===== config.mk =====
export PLATFORM = sky130hd
export DESIGN_NAME = layer_ram_sequencer_flat
export DESIGN_NICKNAME = d
export VERILOG_FILES = /design/src/rtl/layer_ram_sequencer_pkg.sv /design/src/rtl/layer_ram_sequencer_if.sv /design/src/rtl/layer_ram_sequencer_mac.sv /design/src/rtl/layer_ram_sequencer.sv /design/src/flat_wrapper.sv
export SDC_FILE = /design/constraint.sdc
export NUM_CORES = 1
export LEC_CHECK = 0
export ABC_CLOCK_PERIOD_IN_PS = 11300
export CAP_MARGIN = 20
export CORE_AREA = 4 4 121 123
export CTS_CLUSTER_SIZE = 16
export DETAILED_ROUTE_END_ITERATION = 6
export DIE_AREA = 0 0 125 127
export PLACE_DENSITY = 0.86
export RECOVER_POWER = 50
export SYNTH_ARGS = -nofsm -noshare
export SYNTH_HDL_FRONTEND = slang
export SYNTH_SLANG_ARGS = --single-unit

===== constraint.sdc =====
create_clock -name clk -period 11.3 [get_ports clk]
set_input_delay 2.26 -clock clk [delete_from_list [all_inputs] [get_ports clk]]
set_output_delay 2.26 -clock clk [all_outputs]
set_load 0.02 [all_outputs]

===== src/rtl/layer_ram_sequencer_pkg.sv =====
// Shared definitions for the layer RAM sequencer: widths, layer tables,
// FSM encoding and address helpers.
package nn_pkg;

  localparam int unsigned DATA_W = 8;
  localparam int unsigned FRAC_W = 4;
  localparam int unsigned ACC_W  = 20;
  localparam int unsigned ADDR_W = 8;
  localparam int unsigned CNT_W  = 8;

  typedef logic [1:0]        layer_t;
  typedef logic [CNT_W-1:0]  cnt_t;
  typedef logic [ADDR_W-1:0] addr_t;
  typedef logic [DATA_W-1:0] data_t;

  typedef enum logic [2:0] {
    ST_IDLE,
    ST_FETCH,
    ST_DRAIN,
    ST_WRITE,
    ST_FIN
  } state_t;

  // One activation write beat (address + result)
  typedef struct packed {
    addr_t addr;
    data_t data;
  } y_wr_t;

  // Inputs per neuron for each layer
  function automatic cnt_t n_in(input layer_t l);
    case (l)
      2'd0:    return CNT_W'(2);
      2'd1:    return CNT_W'(2);
      2'd2:    return CNT_W'(3);
      default: return CNT_W'(2);
    endcase
  endfunction

  // Neurons per layer; layer 3 is empty
  function automatic cnt_t n_out(input layer_t l);
    case (l)
      2'd0:    return CNT_W'(2);
      2'd1:    return CNT_W'(3);
      2'd2:    return CNT_W'(2);
      default: return CNT_W'(0);
    endcase
  endfunction

  // Weight region base per layer
  function automatic addr_t w_base(input layer_t l);
    case (l)
      2'd0:    return ADDR_W'(8'h00);
      2'd1:    return ADDR_W'(8'h10);
      2'd2:    return ADDR_W'(8'h20);
      default: return ADDR_W'(8'h30);
    endcase
  endfunction

  // Activation region base per layer; layer+1 wraps 3 -> 0
  function automatic addr_t x_base(input layer_t l);
    case (l)
      2'd0:    return ADDR_W'(8'h80);
      2'd1:    return ADDR_W'(8'h90);
      2'd2:    return ADDR_W'(8'hA0);
      default: return ADDR_W'(8'hB0);
    endcase
  endfunction

  // Weight address of element i of neuron n
  function automatic addr_t w_addr_f(input layer_t l, input cnt_t n, input cnt_t ni,
                                     input cnt_t i);
    return ADDR_W'(w_base(l) + n * ni + i);
  endfunction

  // Activation read address of element i
  function automatic addr_t x_addr_f(input layer_t l, input cnt_t i);
    return ADDR_W'(x_base(l) + i);
  endfunction

endpackage


===== src/rtl/layer_ram_sequencer_if.sv =====
// Controller / RAM bundle for the layer RAM sequencer.
// master: sequencer side. slave: controller + RAM side.
interface layer_ram_sequencer_if;
  import nn_pkg::*;

  logic   start;
  layer_t layer;
  logic   done;
  logic   busy;
  logic   w_rd;
  addr_t  w_addr;
  data_t  w_data;
  logic   x_rd;
  addr_t  x_addr;
  data_t  x_data;
  logic   y_we;
  addr_t  y_addr;
  data_t  y_data;

  modport master (
    input  start, layer, w_data, x_data,
    output done, busy, w_rd, w_addr, x_rd, x_addr, y_we, y_addr, y_data
  );

  modport slave (
    output start, layer, w_data, x_data,
    input  done, busy, w_rd, w_addr, x_rd, x_addr, y_we, y_addr, y_data
  );

endinterface


===== src/rtl/layer_ram_sequencer_mac.sv =====
// mac_unit: signed Q-format multiply, arithmetic shift, accumulate with
// clear-on-first, and output saturation. RELU_EN clamps negatives to 0.
module mac_unit
  import nn_pkg::*;
(
  input  logic  clk,
  input  logic  rst_n,
  input  logic  i_rd,
  input  logic  i_rd_first,
  input  data_t i_w,
  input  data_t i_x,
  output data_t o_y_c
);

  localparam int unsigned PROD_W = 2 * DATA_W;
  localparam logic signed [ACC_W-1:0] SAT_MAX = ACC_W'((2 ** (DATA_W - 1)) - 1);
  localparam logic signed [ACC_W-1:0] SAT_MIN = ACC_W'(-(2 ** (DATA_W - 1)));

  logic                     r_vld;
  logic                     r_first;
  logic signed [ACC_W-1:0]  r_acc;
  logic signed [PROD_W-1:0] w_w_s;
  logic signed [PROD_W-1:0] w_x_s;
  logic signed [PROD_W-1:0] w_prod;
  logic signed [PROD_W-1:0] w_prod_sh;
  logic signed [ACC_W-1:0]  w_prod_ext;
  logic signed [ACC_W-1:0]  w_acc_nxt;

  assign w_w_s      = {{DATA_W{i_w[DATA_W-1]}}, i_w};
  assign w_x_s      = {{DATA_W{i_x[DATA_W-1]}}, i_x};
  assign w_prod     = w_w_s * w_x_s;
  assign w_prod_sh  = w_prod >>> FRAC_W;
  assign w_prod_ext = {{(ACC_W - PROD_W){w_prod_sh[PROD_W-1]}}, w_prod_sh};

  // Next accumulator: RAM data is valid the cycle after a read strobe
  always_comb begin
    w_acc_nxt = r_acc;
    if (r_vld) begin
      w_acc_nxt = r_first ? w_prod_ext : r_acc + w_prod_ext;
    end
  end

  // Saturate the next accumulator value so the result can be registered
  // on the same edge that absorbs the last product
  always_comb begin
    o_y_c = w_acc_nxt[DATA_W-1:0];
    if (w_acc_nxt > SAT_MAX) begin
      o_y_c = {1'b0, {(DATA_W - 1){1'b1}}};
    end else if (w_acc_nxt < SAT_MIN) begin
      o_y_c = {1'b1, {(DATA_W - 1){1'b0}}};
    end
`ifdef RELU_EN
    if (o_y_c[DATA_W-1]) begin
      o_y_c = '0;
    end
`endif
  end

  // Read-return pipeline and accumulator
  always_ff @(posedge clk or negedge rst_n) begin
    if (!rst_n) begin
      r_vld   <= 1'b0;
      r_first <= 1'b0;
      r_acc   <= '0;
    end else begin
      r_vld   <= i_rd;
      r_first <= i_rd_first;
      r_acc   <= w_acc_nxt;
    end
  end

endmodule


===== src/rtl/layer_ram_sequencer.sv =====
// layer_ram_sequencer: per-layer engine. Streams weights/activations for
// each neuron, writes the saturated MAC result to the next layer's input
// region, then pulses done. Optional macro RELU_EN (see mac_unit).
module layer_ram_sequencer
  import nn_pkg::*;
(
  input  logic                   clk,
  input  logic                   reset,
  layer_ram_sequencer_if.master  bus
);

  state_t r_state;
  layer_t r_layer;
  cnt_t   r_n;
  cnt_t   r_i;
  cnt_t   r_ni;
  cnt_t   r_no;
  data_t  w_y_c;
  logic   w_rd_first;

  // r_i indexes the read currently on the bus
  assign w_rd_first = bus.w_rd && (r_i == '0);

  mac_unit u_mac (
    .clk        (clk),
    .rst_n      (reset),
    .i_rd       (bus.w_rd),
    .i_rd_first (w_rd_first),
    .i_w        (bus.w_data),
    .i_x        (bus.x_data),
    .o_y_c      (w_y_c)
  );

  // Sequencing FSM; outputs are registered for the state being entered
  always_ff @(posedge clk or negedge reset) begin
    if (!reset) begin
      r_state    <= ST_IDLE;
      r_layer    <= '0;
      r_n        <= '0;
      r_i        <= '0;
      r_ni       <= '0;
      r_no       <= '0;
      bus.done   <= 1'b0;
      bus.busy   <= 1'b0;
      bus.w_rd   <= 1'b0;
      bus.w_addr <= '0;
      bus.x_rd   <= 1'b0;
      bus.x_addr <= '0;
      bus.y_we   <= 1'b0;
      bus.y_addr <= '0;
      bus.y_data <= '0;
    end else begin
      bus.done <= 1'b0;
      bus.w_rd <= 1'b0;
      bus.x_rd <= 1'b0;
      bus.y_we <= 1'b0;
      case (r_state)
        ST_IDLE: begin
          if (bus.start) begin
            r_layer  <= bus.layer;
            r_ni     <= n_in(bus.layer);
            r_no     <= n_out(bus.layer);
            r_n      <= '0;
            r_i      <= '0;
            bus.busy <= 1'b1;
            if (n_in(bus.layer) == '0 || n_out(bus.layer) == '0) begin
              r_state  <= ST_FIN;
              bus.done <= 1'b1;
            end else begin
              r_state    <= ST_FETCH;
              bus.w_rd   <= 1'b1;
              bus.x_rd   <= 1'b1;
              bus.w_addr <= w_addr_f(bus.layer, '0, n_in(bus.layer), '0);
              bus.x_addr <= x_addr_f(bus.layer, '0);
            end
          end
        end
        ST_FETCH: begin
          if (r_i == r_ni - CNT_W'(1)) begin
            r_state <= ST_DRAIN;
          end else begin
            r_i        <= r_i + CNT_W'(1);
            bus.w_rd   <= 1'b1;
            bus.x_rd   <= 1'b1;
            bus.w_addr <= w_addr_f(r_layer, r_n, r_ni, r_i + CNT_W'(1));
            bus.x_addr <= x_addr_f(r_layer, r_i + CNT_W'(1));
          end
        end
        ST_DRAIN: begin
          r_state    <= ST_WRITE;
          bus.y_we   <= 1'b1;
          bus.y_addr <= ADDR_W'(x_base(layer_t'(r_layer + 2'd1)) + r_n);
          bus.y_data <= w_y_c;
        end
        ST_WRITE: begin
          r_n <= r_n + CNT_W'(1);
          r_i <= '0;
          if (r_n == r_no - CNT_W'(1)) begin
            r_state  <= ST_FIN;
            bus.done <= 1'b1;
          end else begin
            r_state    <= ST_FETCH;
            bus.w_rd   <= 1'b1;
            bus.x_rd   <= 1'b1;
            bus.w_addr <= w_addr_f(r_layer, r_n + CNT_W'(1), r_ni, '0);
            bus.x_addr <= x_addr_f(r_layer, '0);
          end
        end
        ST_FIN: begin
          r_state  <= ST_IDLE;
          bus.busy <= 1'b0;
        end
        default: begin
          r_state <= ST_IDLE;
        end
      endcase
    end
  end

endmodule


===== src/flat_wrapper.sv =====
// flat-port wrapper written by rule: the top's interface ports become plain ports
module layer_ram_sequencer_flat import nn_pkg::*;
  (clk, reset, bus_start, bus_layer, bus_w_data, bus_x_data, bus_done, bus_busy, bus_w_rd, bus_w_addr, bus_x_rd, bus_x_addr, bus_y_we, bus_y_addr, bus_y_data);
  layer_ram_sequencer_if bus_i ();
  input  logic clk;
  input  logic reset;
  input wire logic [$bits(bus_i.start)-1:0] bus_start;
  input wire logic [$bits(bus_i.layer)-1:0] bus_layer;
  input wire logic [$bits(bus_i.w_data)-1:0] bus_w_data;
  input wire logic [$bits(bus_i.x_data)-1:0] bus_x_data;
  output wire logic [$bits(bus_i.done)-1:0] bus_done;
  output wire logic [$bits(bus_i.busy)-1:0] bus_busy;
  output wire logic [$bits(bus_i.w_rd)-1:0] bus_w_rd;
  output wire logic [$bits(bus_i.w_addr)-1:0] bus_w_addr;
  output wire logic [$bits(bus_i.x_rd)-1:0] bus_x_rd;
  output wire logic [$bits(bus_i.x_addr)-1:0] bus_x_addr;
  output wire logic [$bits(bus_i.y_we)-1:0] bus_y_we;
  output wire logic [$bits(bus_i.y_addr)-1:0] bus_y_addr;
  output wire logic [$bits(bus_i.y_data)-1:0] bus_y_data;
  assign bus_i.start = bus_start;
  assign bus_i.layer = bus_layer;
  assign bus_i.w_data = bus_w_data;
  assign bus_i.x_data = bus_x_data;
  assign bus_done = bus_i.done;
  assign bus_busy = bus_i.busy;
  assign bus_w_rd = bus_i.w_rd;
  assign bus_w_addr = bus_i.w_addr;
  assign bus_x_rd = bus_i.x_rd;
  assign bus_x_addr = bus_i.x_addr;
  assign bus_y_we = bus_i.y_we;
  assign bus_y_addr = bus_i.y_addr;
  assign bus_y_data = bus_i.y_data;
  layer_ram_sequencer u_core (.clk(clk), .reset(reset), .bus(bus_i));
endmodule

==> flow_summary.ini, run 1 <==
[run_status]
status = complete, but fails checks
violations = max-capacitance violations, max-slew violations

[synth]
yosys_register_bits = 83
synth_nets = 1170
synth_edf_count = 0
yosysSeqAreaShare_pct = 23.8
synthCells = 987
avgSynthCellArea_um2 = 8.84
synthArstFlopShare_pct = 100
synth-adder-area-share_pct = 29.2
synth_ff_type = dfrtp_1
synth_top_family_by_area = adder cells
synth_xor_area_share_pct = 5.82
muxShareOfSynthArea_pct = 1.69
synth_cell_types = 69
syn-cell-area_mm2 = 0.00872
yosys.area_share.simple_pct = 18.4
ys_warn_count = 0
synth_compound_area_share_pct = 14.2

[detailed_routing]
ant_nets = 0
drc = 0
dr_total_vias = 7100
routed_wl_um = 20200
first_pass_iters = 5
wl_per_cell_um = 16.6
drt_iter0_drc = 495
vias_per_cell = 5.86

[timing]
maxClockFrequency_mhz = 100
maxSlewViolCount = 62
final.period_utilization_pct = 88.2
clock-skew-final_ns = 0.0111
finalWorstSetupSlack_ns = 1.33
period_needed_ns = 9.97
hold_viol = 0
relSlewSlack_pct = -117
setup_viol = 0
tightestPinTransition_ns = 3.25
rsz0062_at_grt = false
fin_tns_setup_ns = 0

[cts]
cts_root_buf = clkbuf_16
cts_max_level = 3
clock_path_buffers = 2
numCtsBuffers = 9
cts_resized = 0
cts_setup_buffers = 0
cts_tree = done
clk_latency_ns = 0.35
path_clk_slew_ns = 0.07
cts_hold_buf = 0
numClockSinks = 83

[setup_path]
critPathTopFamily = adder cells
start_kind = input port
arrival_ns = 10.16
crit_required_ns = 11.50
critPathCaptureType = flop
max_stage_delay_ns = 0.67
critPathSlowestCell = clkdlybuf4s50_1
path_max_fanout = 9
path_buf_inv = 5
critical_path_class = input port to flop

[hold_path]
hold_class = flop to flop

[die]
coreArea_mm2 = 0.0137
pin_count = 58
die_h_um = 127
row_count = 43
start_util_pct = 63.8
die_area_mm2 = 0.0159
die_x_um = 125

[global_route]
overflow = 0
antenna_found_initial = 0
track_usage_pct = 26.3
grt_pass1_vias = 7318
grt_start_max_net_pins = 62
grt_pass1_wl_um = 34400

[final_layout]
drive_gt1_share_pct = 3.39
finalNetCount = 1209
register_area_mm2 = 0.00208
final_util_pct = 71.1
syn2layout_area_growth_pct = 11.3
layout.cells.non_filler = 1211
diodes = 0
fill_cells = 1060
multi_input_area_mm2 = 0.00604

[place]
place_ws_ns = 1.01
io_buffers = 57
place_congestion = 0.932
dp_hpwl_um = 16000
dpl.cell_count = 1195

[job]
maxCapViolCount = 1
## final cells by class
| cell class | count | share of cell area (%) |
|---|---|---|
| multi-input cells | 745 | 62.2 |
| flip-flops and latches | 83 | 21.4 |
| repair buffers | 61 | 6.04 |
| inverters | 126 | 4.87 |
| clock buffers | 9 | 2.32 |
| well taps | 180 | 2.32 |
| clock inverters | 7 | 0.863 |
## synth_stat cells (4+ instances only)
cell type	n	area [um2]
inv_1	123	462
nand2_1	107	402
ha_1	93	1160
dfrtp_1	83	2080
fa_1	69	1380
nor2_1	65	244
and2_1	58	363
a21oi_1	46	230
o21ai_0	46	230
xnor2_1	39	342
clkbuf_1	26	97.6
xor2_1	19	166
nand2b_1	15	93.8
nand3_1	13	65.1
nor2b_1	13	81.3
a31oi_1	12	75.1
a21o_1	11	82.6
and3_1	10	62.6
nor3_1	10	50.1
o21a_1	9	67.6
a2bb2oi_1	8	70.1
mux2i_1	8	80.1
o211ai_1	8	60.1
o22ai_1	8	50.1
o31ai_1	8	60.1
a211oi_1	4	30.0
mux2_2	4	45.0
nor4_1	4	25.0
## metrics by stage
step                cell area (um2)  hold WS [ns]
floorplan                      8720         0.493
global placement               9410         0.459
detailed placement             9410         0.471
CTS                            9720         0.486
global route                   9710         0.512
finish                         9710         0.480
## final timing paths
| kind | startpoint | end | slack [ns] | cells after the start |
|---|---|---|---|---|
| setup / recovery | bus_x_data[7] | u_core.bus.y_data[1] | 1.33 | 27 |
| hold / removal | u_core.bus.y_addr[0] | u_core.bus.y_addr[0] | 0.48 | 2 |
| setup reg to reg | u_core.r_layer[0] | u_core.bus.w_addr[7] | 6.76 | 18 |
| hold reg to reg | u_core.bus.y_addr[0] | u_core.bus.y_addr[0] | 0.48 | 2 |
| max in group asynchronous | reset | u_core.bus.w_addr[6] | 5.44 | 2 |
| min in group asynchronous | reset | u_core.u_mac.r_acc[6] | 2.18 | 1 |
## cells in the final DEF, fill, tap and decap left out, types with 3 or more instances in the layout
master,netlist,routed
clkdlybuf4s50_1,0,53
a221o_1,3,3
mux2_2,4,4
and2_1,58,58
dlygate4sd3_1,0,3
a211oi_1,4,4
clkbuf_1,26,3
nor2_1,65,65
fa_1,69,69
nor2b_1,13,13
and3_1,10,10
o211ai_1,8,8
a2bb2oi_1,8,8
or4_1,3,3
inv_1,123,123
nand2b_1,15,15
o21a_1,9,9
a21oi_1,46,46
o22ai_1,8,8
xor2_1,19,19
nor3_1,10,10
or2_2,3,3
nand3_1,13,13
a21o_1,11,11
a221oi_1,3,3
dfrtp_1,83,83
a31oi_1,12,12
nor4_1,4,4
mux2i_1,8,8
o21ai_0,46,46
o31ai_1,8,8
nand3b_1,3,3
clkinv_1,3,3
xnor2_1,39,39
a22o_1,3,3
ha_1,93,93
nand2_1,107,107
clkbuf_16,0,9
## worst reg2reg max path, delay by kind of cell (launching register included)
family | cells | cell delay [ns]
buffers and inverters | 4 | 0.46
AO/OA/AOI/OAI | 4 | 0.69
flip-flops | 1 | 0.39
AND/OR/NAND/NOR | 2 | 0.47
adder cells (fa/ha/maj) | 6 | 2.19
XOR/XNOR | 2 | 0.25
## kinds of logic after synthesis
family	Yosys count
adders and majority gates	162
DFF	83
buffers and inverters	159
xor gates and xnor gates	58
muxes	13
and+or+nand+nor	322
AOI/OAI and AO/OA	190
## registers in the layout, summed over array words and instances, names as in the netlist
name                  count
u_core.bus.y_we           1
u_core.bus.x_rd           1
u_core.r_no               2
u_core.r_i                8
u_core.bus.w_addr         8
u_core.r_state            3
u_core.bus.x_addr         8
u_core.u_mac.r_vld        1
u_core.bus.y_data         8
u_core.r_ni               2
u_core.bus.done           1
u_core.bus.y_addr         8
u_core.bus.busy           1
u_core.u_mac.r_acc       20
u_core.r_n                8
u_core.u_mac.r_first      1
u_core.r_layer            2
## routing by layer
metal  part of all wire [%]  vias up  global-route usage [%]
met2                     52      222                    47.4
li1                       -     3390                       -
met4                    3.1        0                    9.76
met3                    5.1       46                    4.77
met1                     40     3442                    31.6
met5                      0        -                       0
Power of run 1 is not shown: default switching activity piles up to over one toggle a cycle in this logic, so the estimate is an artifact.
==> run 2, diff against run 1 <==
--- a/config.mk
+++ b/config.mk
@@ -11,6 +11,7 @@
 export CTS_CLUSTER_SIZE = 16
 export DETAILED_ROUTE_END_ITERATION = 6
 export DIE_AREA = 0 0 125 127
+export GPL_TIMING_DRIVEN = 0
 export PLACE_DENSITY = 0.86
 export RECOVER_POWER = 50
 export SYNTH_ARGS = -nofsm -noshare
==> run 2 against run 1 <==
The run still ends with max-capacitance violations, max-slew violations left. Cell count up 2.3%. First-iteration DRC count down 3.6%. Sequential share of layout area down 0.19 points. Design area up 0.88%. Sequential cell count unchanged. Critical path depth down 1. Setup slack worse by 0.13 ns. Global-route usage up 0.50 points. Worst hold slack worse by 0.0016 ns. Count of clock-buffer cells in the layout unchanged. Clock skew about the same. Critical path type unchanged. Highest routed layer unchanged.
==> flow_summary.ini, run 2 (same netlist as run 1, synthesis figures left out) <==
[timing]
maxSlewViolCount = 67
relSlewSlack_pct = -135
final.period_utilization_pct = 89.4
setup_viol = 0
fin_tns_setup_ns = 0
period_needed_ns = 10.10
rsz0062_at_grt = false
tightestPinTransition_ns = 3.52
hold_viol = 0
maxClockFrequency_mhz = 99.0
clock-skew-final_ns = 0.0109

[detailed_routing]
ant_nets = 0
wl_per_cell_um = 16.6
drt_iter0_drc = 477
dr_total_vias = 7277
vias_per_cell = 5.87
first_pass_iters = 5
drc = 0
routed_wl_um = 20500

[setup_path]
critical_path_class = input port to flop
max_stage_delay_ns = 0.63
path_buf_inv = 6
start_kind = input port
crit_top_cell = inv_1
critPathTopFamily = adder cells
critPathSlowestCell = fa_1
critPathCaptureType = flop
crit_required_ns = 11.49
arrival_ns = 10.29
path_max_fanout = 9

[final_layout]
top_register = u_core.u_mac.r_acc
final_cell_mix = inv_1 (123), nand2_1 (107), ha_1 (93)
drive_gt1_share_pct = 3.59
mostFrequentLayoutCell = inv_1
syn2layout_area_growth_pct = 12.3
layout.cells.non_filler = 1239
diodes = 0
finalNetCount = 1237
largest_reg_flops = 20
final_util_pct = 71.7

[global_route]
grt_start_max_net_pins = 67
track_usage_pct = 26.8
grt_pass1_wl_um = 34900
antenna_found_initial = 0
overflow = 0
grt_pass1_vias = 7355

[die]
start_util_pct = 63.8
pin_count = 58
die_area_mm2 = 0.0159
die_h_um = 127
coreArea_mm2 = 0.0137
die_x_um = 125
row_count = 43

[cts]
cts_hold_buf = 0
cts_setup_buffers = 0
cts_tree = done
clock_path_buffers = 2
numClockSinks = 83
clk_latency_ns = 0.35
cts_root_buf = clkbuf_16
cts_max_level = 3
numCtsBuffers = 9
cts_resized = 0
path_clk_slew_ns = 0.07

[hold_path]
hold_class = flop to flop

[run_status]
violations = max-capacitance violations, max-slew violations
status = complete, but fails checks

[place]
dp_hpwl_um = 16000
dpl.cell_count = 1223
place_congestion = 0.952
io_buffers = 55

[job]
maxCapViolCount = 1
-- run 2: changes by cell type in the layout (fill, tap and decap cells not counted), moves of 2 or more --
cell,change
clkbuf_1,+25
buf_1,+3
clkdlybuf4s50_1,-2
buf_2,+3
-- run 2: metrics by stage --
stage	worst slack (ns)	area [um2]	hold slack, ns
after global routing	0.803	9800	0.500
final	1.20	9800	0.479
after CTS	1.26	9820	0.481
after global placement	1.07	9500	0.460
after detailed placement	0.912	9520	0.463
after floorplan	2.40	8720	0.493
-- run 2: worst paths after layout --
check / end / from / depth (start not counted) / slack [ns]
worst min-delay path: u_core.bus.y_addr[4] / u_core.bus.y_addr[4] / 2 / 0.48
min in group asynchronous: u_core.u_mac.r_acc[4] / reset / 1 / 2.07
worst min register to register: u_core.bus.y_addr[4] / u_core.bus.y_addr[4] / 2 / 0.48
worst max-delay path: u_core.bus.y_data[4] / bus_w_data[7] / 26 / 1.20
worst max register to register: u_core.bus.w_addr[7] / u_core.r_layer[0] / 18 / 6.81
max in group asynchronous: u_core.bus.x_addr[3] / reset / 2 / 5.37
-- run 2: metal layers --
layer	global-route usage [%]	wire length, um	vias up
met5	0	0	-
met4	11.7	825	0
met3	4.06	1060	74
met2	47.3	10400	267
met1	32.8	8250	3506
li1	-	-	3430
-- run 2: cell type report --
| class | count | area [um2] |
|---|---|---|
| Buffer | 33 | 131 |
| Clock buffer | 9 | 225 |
| Clock inverter | 7 | 76.3 |
| Fill cell | 1014 | 3870 |
| Inverter | 126 | 473 |
| Multi-Input combinational cell | 745 | 6040 |
| Sequential cell | 83 | 2080 |
| Tap cell | 180 | 225 |
| Timing Repair Buffer | 56 | 548 |
-- run 2: tightest hold or removal path, cell delays in order (launching register included) --
cell and delay [ns]:
dfrtp_1 0.34, nand2_1 0.05, nand2_1 0.06
Power of run 2 is left out for the same reason.
==> run 3, diff against run 2 <==
--- a/config.mk
+++ b/config.mk
@@ -12,6 +12,7 @@
 export DETAILED_ROUTE_END_ITERATION = 6
 export DIE_AREA = 0 0 125 127
 export GPL_TIMING_DRIVEN = 0
+export MAX_ROUTING_LAYER = met4
 export PLACE_DENSITY = 0.86
 export RECOVER_POWER = 50
 export SYNTH_ARGS = -nofsm -noshare
==> run 3 against run 2 <==
The flow still finishes with violations (max-capacitance violations, max-slew violations). Setup slack better by 0.024 ns. Register-to-register slack improved by 0.11 ns. Via count fell by 1.9%. Critical endpoint is now u_core.bus.y_data[5]. Largest cell class unchanged.
==> flow_summary.ini, run 3 (same netlist as run 1, synthesis figures left out) <==
[run_status]
status = complete, but fails checks
violations = max-capacitance violations, max-slew violations

[setup_path]
critPathTopFamily = adder cells
reg2reg_from = u_core.r_layer[0]
crit_top_cell = inv_1
path_max_fanout = 9
critical_path_class = input port to flop
worst_r2r_path_depth = 18
path_buf_inv = 6
rrSetupSlack_ns = 6.92
arrival_ns = 10.27
start_kind = input port
startpoint = bus_x_data[4]
crit_required_ns = 11.50
max_stage_delay_ns = 0.64
worstReg2RegEnd = u_core.bus.w_addr[7]
critPathCaptureType = flop
critPathSlowestCell = fa_1

[hold_path]
worstHoldEndpoint = u_core.bus.y_addr[0]
hold_depth = 2
hold_class = flop to flop
hold_start = u_core.bus.y_addr[0]

[detailed_routing]
drt_iter0_drc = 608
routed_wl_um = 20300
wl_per_cell_um = 16.4
first_pass_iters = 5
vias_per_cell = 5.76
drc = 0
dr_total_vias = 7141
ant_nets = 0

[final_layout]
syn2layout_area_growth_pct = 12.6
mostFrequentLayoutCell = inv_1
final_cell_mix = inv_1 (123), nand2_1 (107), ha_1 (93)
drive_gt1_share_pct = 3.59
top_register = u_core.u_mac.r_acc
finalNetCount = 1237
diodes = 0
largest_reg_flops = 20

[timing]
clock-skew-final_ns = 0.00869
fin_tns_setup_ns = 0
tightestPinTransition_ns = 3.56
period_needed_ns = 10.07
maxSlewViolCount = 68
hold_viol = 0
maxClockFrequency_mhz = 99.3
rsz0062_at_grt = false
relSlewSlack_pct = -137
setup_viol = 0
final.period_utilization_pct = 89.2

[place]
place_congestion = 0.920
dp_hpwl_um = 15800
io_buffers = 55

[cts]
clk_latency_ns = 0.36
numCtsBuffers = 9
clock_path_buffers = 2
cts_root_buf = clkbuf_16
cts_resized = 0
cts_tree = done
path_clk_slew_ns = 0.06
cts_setup_buffers = 0
numClockSinks = 83
cts_hold_buf = 0
cts_max_level = 3

[global_route]
grt_pass1_vias = 7191
antenna_found_initial = 0
overflow = 0
grt_start_max_net_pins = 68
track_usage_pct = 27.3
grt_pass1_wl_um = 34700

[die]
coreArea_mm2 = 0.0137
die_h_um = 127
die_area_mm2 = 0.0159
start_util_pct = 63.8
die_x_um = 125
pin_count = 58
row_count = 43

[job]
maxCapViolCount = 1
-- run 3: cell types whose count changed in the layout (fill, tap and decap cells not counted) --
cell,previous run,this run
bufinv_16,1,2
clkinv_2,1,0
clkinv_4,2,1
clkinvlp_4,2,0
inv_6,1,4
clkdlybuf4s50_1,51,52
dlygate4sd3_1,3,2
-- run 3: final cells by class --
cell class	count	area [um2]
Clock buffer	9	225
Inverter	126	473
Timing Repair Buffer	56	548
Multi-Input combinational cell	745	6040
Buffer	33	131
Clock inverter	7	104
Fill cell	1021	3840
Sequential cell	83	2080
Tap cell	180	225
-- run 3: how the worst max path moves through the flow --
stage / cells past startpoint / endpoint
2_1_floorplan: 25 / u_core.bus.y_data[0]
3_3_place_gp: 26 / u_core.bus.y_data[0]
3_5_place_dp: 26 / u_core.bus.y_data[5]
4_1_cts: 28 / u_core.bus.y_data[5]
5_1_grt: 28 / u_core.bus.y_data[4]
6_report: 26 / u_core.bus.y_data[5]
-- run 3: per-layer routing --
metal / track usage, % / share of wire (%)
met3: 3.34 / 4.4
met2: 47.0 / 52
met4: 9.18 / 2.7
met1: 33.8 / 41
met5: - / 0
-- run 3: worst reg2reg max path: stages, from the launching register on --
cell and delay (ns):
dfrtp_1 0.37, inv_1 0.09, ha_1 0.20, nor2_1 0.33, inv_1 0.22, fa_1 0.58
ha_1 0.23, ha_1 0.27, inv_1 0.05, fa_1 0.59, inv_1 0.06, ha_1 0.28
a21o_1 0.17, a21oi_1 0.24, xnor2_1 0.18, xnor2_1 0.09, nor2_1 0.09, a21oi_1 0.05
a22o_1 0.20
-- run 3: stage by stage --
step | hold slack [ns] | cells | utilization, % | cell area [um2] | worst slack (ns)
floorplan | 0.493 | 987 | - | 8720 | 2.40
global placement | 0.461 | 1222 | 69.5 | 9500 | 1.09
detailed placement | 0.463 | 1223 | 69.7 | 9520 | 0.922
CTS | 0.478 | 1239 | 72.1 | 9850 | 1.30
global route | 0.504 | 1239 | 71.9 | 9820 | 0.763
finish | 0.482 | 1239 | 71.9 | 9820 | 1.23
Power of run 3 is left out for the same reason.
